## config.mk

```make
export PLATFORM = sky130hd
export DESIGN_NAME = stage_mem
export DESIGN_NICKNAME = d
export VERILOG_FILES = /design/src/rtl/stage_mem.sv
export SDC_FILE = /design/constraint.sdc
export NUM_CORES = 1
export LEC_CHECK = 0
export ABC_AREA = 0
export CAP_MARGIN = 0
export CORE_MARGIN = 2
export CORE_UTILIZATION = 38
export DETAILED_ROUTE_END_ITERATION = 10
export PLACE_DENSITY_LB_ADDON = 0.25
export SYNTH_ARGS = -nofsm -noshare
export SYNTH_HDL_FRONTEND = slang
export SYNTH_SLANG_ARGS = --single-unit
```

## constraint.sdc

```tcl
create_clock -name clk -period 1.8 [get_ports clk]
set_clock_uncertainty 0.2 [all_clocks]
set_input_delay 0.27 -clock clk [delete_from_list [all_inputs] [get_ports clk]]
set_output_delay 0.27 -clock clk [all_outputs]
set_load 0.005 [all_outputs]
```

## src/rtl/stage_mem.sv

```systemverilog
// Memory-access stage: runs one request/grant/response transaction per load or
// store, steers store lanes, formats load data and stalls the pipeline meanwhile.
module stage_mem (
  input  logic        clk,
  input  logic        rstn,
  input  logic [31:0] me_alu_o,
  input  logic [31:0] me_regs_data2,
  input  logic [2:0]  me_func3_code,
  input  logic        me_mem_read,
  input  logic        me_mem_write,
  output logic        dmem_req,
  output logic        dmem_we,
  output logic [31:0] dmem_addr,
  output logic [31:0] dmem_wdata,
  output logic [3:0]  dmem_be,
  input  logic        dmem_gnt,
  input  logic        dmem_rvalid,
  input  logic [31:0] dmem_rdata,
  output logic [31:0] me_mem_data,
  output logic        mem_stall,
  output logic        mem_misalign
);

  typedef enum logic [1:0] {S_IDLE, S_REQ, S_WAIT, S_DONE} state_e;

  state_e      state_q;
  logic        req_q;
  logic        we_q;
  logic [31:0] addr_q;
  logic [31:0] wdata_q;
  logic [3:0]  be_q;
  logic [31:0] data_q;
  logic [2:0]  fmt_q;
  logic [1:0]  off_q;

  logic access;
  logic misaligned;

  function automatic logic is_byte(input logic [2:0] f3);
    return (f3 == 3'b000) || (f3 == 3'b100);
  endfunction

  function automatic logic is_half(input logic [2:0] f3);
    return (f3 == 3'b001) || (f3 == 3'b101);
  endfunction

  function automatic logic [31:0] steer_wdata(input logic [2:0] f3, input logic [31:0] d);
    if (is_byte(f3))      return {4{d[7:0]}};
    else if (is_half(f3)) return {2{d[15:0]}};
    else                  return d;
  endfunction

  function automatic logic [3:0] steer_be(input logic [2:0] f3, input logic [1:0] off);
    if (is_byte(f3))      return 4'b0001 << off;
    else if (is_half(f3)) return off[1] ? 4'b1100 : 4'b0011;
    else                  return 4'b1111;
  endfunction

  function automatic logic [31:0] fmt_load(input logic [2:0] f3, input logic [1:0] off,
                                           input logic [31:0] rd);
    logic [31:0] sh;
    logic [7:0]  b;
    logic [15:0] h;
    sh = rd >> {off, 3'b000};
    b  = sh[7:0];
    h  = off[1] ? rd[31:16] : rd[15:0];
    case (f3)
      3'b000:  return {{24{b[7]}}, b};
      3'b100:  return {24'h0, b};
      3'b001:  return {{16{h[15]}}, h};
      3'b101:  return {16'h0, h};
      default: return rd;
    endcase
  endfunction

  assign access       = me_mem_read | me_mem_write;
  assign misaligned   = (is_half(me_func3_code) & me_alu_o[0]) |
                        (~is_byte(me_func3_code) & ~is_half(me_func3_code) & (me_alu_o[1:0] != 2'b00));
  assign mem_misalign = access & misaligned;
  // DONE is the single cycle in which the pipeline is released.
  assign mem_stall    = rstn & access & ~mem_misalign & (state_q != S_DONE);

  always_ff @(posedge clk) begin
    if (!rstn) begin
      state_q <= S_IDLE;
      req_q   <= 1'b0;
      we_q    <= 1'b0;
      addr_q  <= 32'h0;
      wdata_q <= 32'h0;
      be_q    <= 4'h0;
      data_q  <= 32'h0;
      fmt_q   <= 3'b000;
      off_q   <= 2'b00;
    end else begin
      case (state_q)
        S_IDLE: begin
          if (access && !misaligned) begin
            state_q <= S_REQ;
            req_q   <= 1'b1;
            we_q    <= me_mem_write;
            addr_q  <= {me_alu_o[31:2], 2'b00};
            wdata_q <= steer_wdata(me_func3_code, me_regs_data2);
            be_q    <= me_mem_write ? steer_be(me_func3_code, me_alu_o[1:0]) : 4'b1111;
            fmt_q   <= me_func3_code;
            off_q   <= me_alu_o[1:0];
          end
        end
        S_REQ: begin
          if (dmem_gnt) begin
            req_q   <= 1'b0;
            state_q <= we_q ? S_DONE : S_WAIT;
          end
        end
        S_WAIT: begin
          if (dmem_rvalid) begin
            data_q  <= fmt_load(fmt_q, off_q, dmem_rdata);
            state_q <= S_DONE;
          end
        end
        default: state_q <= S_IDLE;
      endcase
    end
  end

  assign dmem_req    = req_q;
  assign dmem_we     = we_q;
  assign dmem_addr   = addr_q;
  assign dmem_wdata  = wdata_q;
  assign dmem_be     = be_q;
  assign me_mem_data = data_q;

endmodule
```

==> reports/results.tsv, run 1 <==
metric	value	unit
status	finished, violations left	
violated checks	negative setup slack	
initial DRC count	288	
Via density	5.241	
most frequent cells in the layout	clkdlybuf4s50_1 (196), dfxtp_1 (103), nand2_1 (98), o21ai_0 (83), nand3_1 (52)	
max-slew violations	0	
crit share post-route	100.5	%
GRT Util Overall	22.98	%
drt first pass iters	4	
Distinct cells, synth	44	
placed wire-length estimate	11200	um
clock sinks	107	
Syn Inst Count	602	
maximum fanout along the worst path	3	
H-tree depth	3	
Num CTS Buffers	9	
simple-gate portion of the synthesized area	20.39	%
Critical Path Start Type	flop	
routed wire length per instance	16.34	um
vias in the first global route	5038	
CP required	1.33	ns
EDFF count, synth	0	
hold path depth	3	
Clk pin slew, worst setup/hold paths	0.07	ns
Gate power share	38.6	%
Buf/Inv on CP	1	
Synth area leaders	dfxtp_1 (44%), o21ai_0 (9.4%), nand2_1 (7.7%)	
via total after detailed routing	5272	
Seq/Total Area, Yosys	44.18	%
XOR/XNOR share of the synthesized area	0	%
unrepaired setup endpoints after global routing	yes	
Placed Cells	978	
Yosys warning count	0	
first-pass GRT wire length	24980	um
pin count of the biggest net entering global routing	133	
Residual DRC	0	
leak pwr	2.948	nW
commonest non-fill, non-tap cell in the layout	clkdlybuf4s50_1	
Synth Area in Adders	1.032	%
Worst Path Arrival	1.34	ns
CTS Buffer Depth	2	
worst setup margin	-0.008535	ns
Slew @ Worst Pin	0.5384	ns
Fill cells	1092	
Top delay family on crit path	flip-flops	
MaxCap Viol Count	0	
Hold Crit Class	in2reg	
final setup fails	1	
Clock Latency Late Sink	0.34	ns
max incr delay on CP	0.36	ns
Post-synth top flop	dfxtp_1	
sequential fraction of design power	36.5	%
die area	13680	sq um
fin util	64.22	%
Root Driver	clkbuf_16	
worst hold start	dmem_rdata[23]	
Crit Path Category	reg2out	
initial antenna violation count	2	
area fraction of the dominant cell type after synthesis	44.18	%
largest area contributor in the netlist	dfxtp_1	
multi-input logic area	2559	sq um
routability-driven placement congestion ratio	0.8213	
stages on the worst setup path	4	
Reg-to-Reg Start	state_q[1]$_SDFFE_PN0P_	
register-to-register setup slack	0	ns
area growth from synthesis to layout	65.81	%
Worst VDD drop	0.5049	mV
number of port buffers	206	
cell area after synthesis	4848	sq um
gr ovfl total	0	
relative slew slack	64.11	%
Die Y	117.0	um
Initial Util	38.73	%
Max Freq	0.5529	GHz
IO Pins	209	
Total Power	8.441	mW
Clock power frac	24.9	%
WHS Endpoint	me_mem_data[23]$_SDFFE_PN0P_	
Synth Register Bits	107	
detailed-route wire length	16440	um
reg2reg end	me_mem_data[10]$_SDFFE_PN0P_	
CP max stage cell	dfxtp_4	
Post-DRT Antenna Nets	0	
crit-path cells	ha_4, nand2b_4, nor4_2, buf_2	
largest family of logic cells by synthesized area	compound AO/OA/AOI/OAI gates	
sw frac	29.51	%
Core ar.	12520	sq um
Final Non-Filler Cells	1006	
CP endpoint kind	output pin	
crit path time final	1.809	ns
clock tree from TritonCTS	built	
final-report hold violation count	0	
R2R depth	6	
final instance area	8039	sq um
Switch Pwr	2.491	mW
Post-synth ARST share	0	%
Die W	117.0	um
Seq. cell area	2152	sq um
placed cell area	7385	sq um
share of cells above drive strength 1	14.78	%
# nets final	937	
Min Hold Slack	0.1294	ns
syn_area_per_cell	8.054	sq um
row count	41	
Pwr Density	1050	nW/um^2
multiplexer share of the synthesized area	6.684	%
Synth Area in Compound Gates	22.17	%
internal power	5.950	mW
tightest hold or removal path: stages:
cell and delay [ns]:
dlymetal6s2s_1 0.18, nand2_1 0.09, a21oi_1 0.06
cells by family (layout without fill, tap and decap cells):
kind of cell / count (synthesis) / in the layout
and+or+nand+nor: 215 / 215
AOI/OAI and AO/OA: 181 / 181
DFF: 107 / 107
buffers and inverters: 64 / 293
muxes: 30 / 30
adders and majority gates: 4 / 4
other: 1 / 4
worst max path at each step:
stage / from / endpoint / slack, ns
global route: state_q[0]$_SDFFE_PN0P_ / state_q[0]$_SDFFE_PN0P_ / -0.06
floorplan: fmt_q[1]$_SDFFE_PN0P_ / me_mem_data[12]$_SDFFE_PN0P_ / 0.005
detailed placement: me_func3_code[0] / dmem_wdata[24]$_SDFFE_PN0P_ / -0.50
global placement: me_alu_o[0] / mem_stall / -0.46
CTS: state_q[0]$_SDFFE_PN0P_ / mem_stall / -0.01
finish: state_q[1]$_SDFFE_PN0P_ / mem_stall / -0.009
stage by stage:
stage / setup WS [ns] / TNS, ns
CTS: -0.01237 / -0.01237
global route: -0.06353 / -0.9153
detailed placement: -0.4960 / -35.93
floorplan: 0.004786 / 0
finish: -0.008535 / -0.008535
global placement: -0.4613 / -30.88
routing by layer:
layer	global-route usage [%]	share of wire [%]	vias to the layer above
li1	-	-	2574
met1	28.54	42	2496
met2	39.38	50	182
met3	5.458	6.7	20
met4	7.529	1.5	0
met5	0	0	-
cells in the mapped netlist (4+ instances only):
cell	number
dfxtp_1	107
nand2_1	99
o21ai_0	91
nand3_1	52
clkbuf_1	40
a21oi_1	33
nor2_1	33
mux2i_1	20
a211oi_1	10
a311oi_1	9
mux2_2	9
buf_2	8
nand2b_1	8
inv_1	7
o211ai_1	7
nor3b_1	6
nand3b_1	5
o21a_1	5
o31ai_1	5
buf_1	4
buf_4	4
ha_1	4
o2111ai_1	4
o21ai_1	4
power by group through the flow:
| stage | sequential, mW | combinational (mW) | clock [mW] |
|---|---|---|---|
| 2_1_floorplan | 3.10 | 1.18 | 0 |
| 5_1_grt | 3.13 | 3.52 | 2.25 |
| 3_5_place_dp | 3.10 | 2.80 | 0 |
| 4_1_cts | 3.06 | 3.07 | 2.14 |
| 6_report | 3.08 | 3.26 | 2.10 |
| 3_3_place_gp | 3.08 | 2.72 | 0 |
what timing repair did:
action | CTS | global route
gates cloned | 3 | 3
setup buffers | 6 | 0
pin swaps | 5 | 11
setup endpoints to repair | 79 | 92
hold buffers | 0 | 0
gates resized for setup | 26 | 40
registers in the layout, indices dropped and copies added, names as in the netlist:
register     flops
me_mem_data     32
dmem_we          1
dmem_req         1
dmem_addr       30
state_q          2
off_q            2
dmem_wdata      32
dmem_be          4
fmt_q            3
layout make-up:
cell class / instances / share of cell area, %
tap: 172 / 2.677
clock inverter: 4 / 0.9339
antenna: 2 / 0.06226
sequential: 107 / 26.77
multi-input combinational: 432 / 31.83
inverter: 8 / 0.3735
clock buffer: 11 / 3.019
timing repair buffer: 270 / 34.33
Note: power is estimated with default switching activity, not from simulation.
==> run 2, diff against run 1 <==
--- a/config.mk
+++ b/config.mk
@@ -10,7 +10,7 @@
 export CORE_MARGIN = 2
 export CORE_UTILIZATION = 38
 export DETAILED_ROUTE_END_ITERATION = 10
-export PLACE_DENSITY_LB_ADDON = 0.25
+export PLACE_DENSITY = 0.76
 export SYNTH_ARGS = -nofsm -noshare
 export SYNTH_HDL_FRONTEND = slang
 export SYNTH_SLANG_ARGS = --single-unit
==> reports/results.tsv, run 2 (synthesis gave the netlist of run 1 again) <==
metric	value	unit
IO Pins	209	
drt first pass iters	5	
worst hold start	rstn	
Min Hold Slack	0.2376	ns
Worst Path Arrival	1.92	ns
die area	13680	sq um
final setup fails	7	
area growth from synthesis to layout	68.62	%
Core ar.	12520	sq um
Reg-to-Reg Start	state_q[0]$_SDFFE_PN0P_	
commonest non-fill, non-tap cell in the layout	clkdlybuf4s50_1	
unrepaired setup endpoints after global routing	yes	
most frequent cells in the layout	clkdlybuf4s50_1 (196), dfxtp_1 (103), nand2_1 (98), o21ai_0 (78), nand3_1 (45)	
cts hold-fix bufs	0	
first-pass GRT wire length	25410	um
detailed-route wire length	17030	um
CTS Buffer Depth	2	
Residual DRC	0	
Post-DRT Antenna Nets	0	
routability-driven placement congestion ratio	0.8129	
crit share post-route	104.9	%
Final Non-Filler Cells	1002	
placed wire-length estimate	11370	um
Crit Path Category	reg2reg	
worst setup margin	-0.08863	ns
Fill cells	1051	
max-slew violations	0	
Worst VDD drop	0.5815	mV
Clock Latency Late Sink	0.34	ns
Via density	5.308	
Seq. cell area	2150	sq um
row count	41	
launch point of the worst path	state_q[0]$_SDFFE_PN0P_	
GRT Util Overall	23.52	%
number of port buffers	206	
Num CTS Buffers	9	
clock tree from TritonCTS	built	
Die W	117.0	um
Max Freq	0.5295	GHz
CP required	1.83	ns
violated checks	negative setup slack	
maximum fanout along the worst path	5	
Critical Path Start Type	flop	
pin count of the biggest net entering global routing	114	
Clk pin slew, worst setup/hold paths	0.07	ns
status	finished, violations left	
multi-input logic area	2669	sq um
H-tree depth	3	
share of cells above drive strength 1	17.35	%
clock sinks	107	
vias in the first global route	5151	
via total after detailed routing	5319	
crit path time final	1.889	ns
Root Driver	clkbuf_16	
MaxCap Viol Count	0	
CP endpoint kind	flop	
fin util	65.31	%
Ant. Diodes	0	
initial DRC count	361	
Die Y	117.0	um
Hold Crit Class	in2reg	
initial antenna violation count	0	
leak pwr	2.987	nW
Initial Util	38.73	%
routed wire length per instance	16.99	um
Pwr Density	1036	nW/um^2
TNS Setup	-0.1170	ns
Total Power	8.473	mW
gr ovfl total	0	
Placed Cells	968	
final-report hold violation count	0	
# nets final	934	
## run 2: changes by cell type in the layout (fill, tap and decap cells not counted), moves of 3 or more
cell	before	now
nor2_1	32	27
clkinv_2	0	3
nand3_2	0	7
nor2_2	1	5
buf_6	5	15
o21ai_0	83	78
o21ai_1	12	15
buf_4	46	31
nand3_1	52	45
## run 2: power by group
group / internal (mW) / total (mW) / switching, mW / leakage, nW
Combinational: 2.02 / 3.48 / 1.47 / 1.96
Clock: 1.05 / 1.92 / 0.869 / 0.148
Sequential: 2.81 / 3.07 / 0.264 / 0.876
Total: 5.87 / 8.47 / 2.60 / 2.99
## run 2: critical path, stage by stage (launching register included)
cell	delay, ns
dfxtp_2	0.33
buf_6	0.12
inv_4	0.05
ha_4	0.12
nor4b_4	0.19
buf_6	0.17
buf_6	0.13
clkbuf_16	0.16
nor2_2	0.04
a311oi_1	0.27
## run 2: path summary, 6_finish.rpt
kind | slack [ns] | end | cells after the start
worst max register to register | -0.09 | dmem_wdata[9]$_SDFFE_PN0P_ | 9
worst max-delay path | -0.09 | dmem_wdata[9]$_SDFFE_PN0P_ | 9
worst min-delay path | 0.24 | dmem_be[0]$_SDFFE_PN0P_ | 3
worst min register to register | 0.25 | dmem_addr[2]$_SDFFE_PN0P_ | 2
## run 2: final cells by class
class                      instances  share of cell area, %
multi-input combinational        432                  32.64
clock buffer                      12                  3.260
sequential                       107                  26.29
inverter                           8                 0.3979
timing repair buffer             267                  34.48
tap                              172                  2.632
clock inverter                     4                 0.2908
## run 2: stage by stage
step                instance area (sq um)  worst slack [ns]
detailed placement                   7284           -0.5550
global route                         8175           -0.1285
global placement                     7284           -0.4998
CTS                                  7843         -0.005795
finish                               8175          -0.08863
floorplan                            4877          0.004786
## run 2: what timing repair did
item                                    CTS  global route
resized for setup                        44            67
gates cloned                              4             5
buffers inserted                          7             2
endpoints found under the setup margin  106            94
pin swaps                                 9            21
## run 2: metal layers
metal	vias up	track usage [%]	share of wire (%)
li1	2567	-	-
met1	2489	27.93	40
met2	231	40.85	50
met3	32	6.694	8.1
met4	0	8.078	2.4
met5	-	0	0
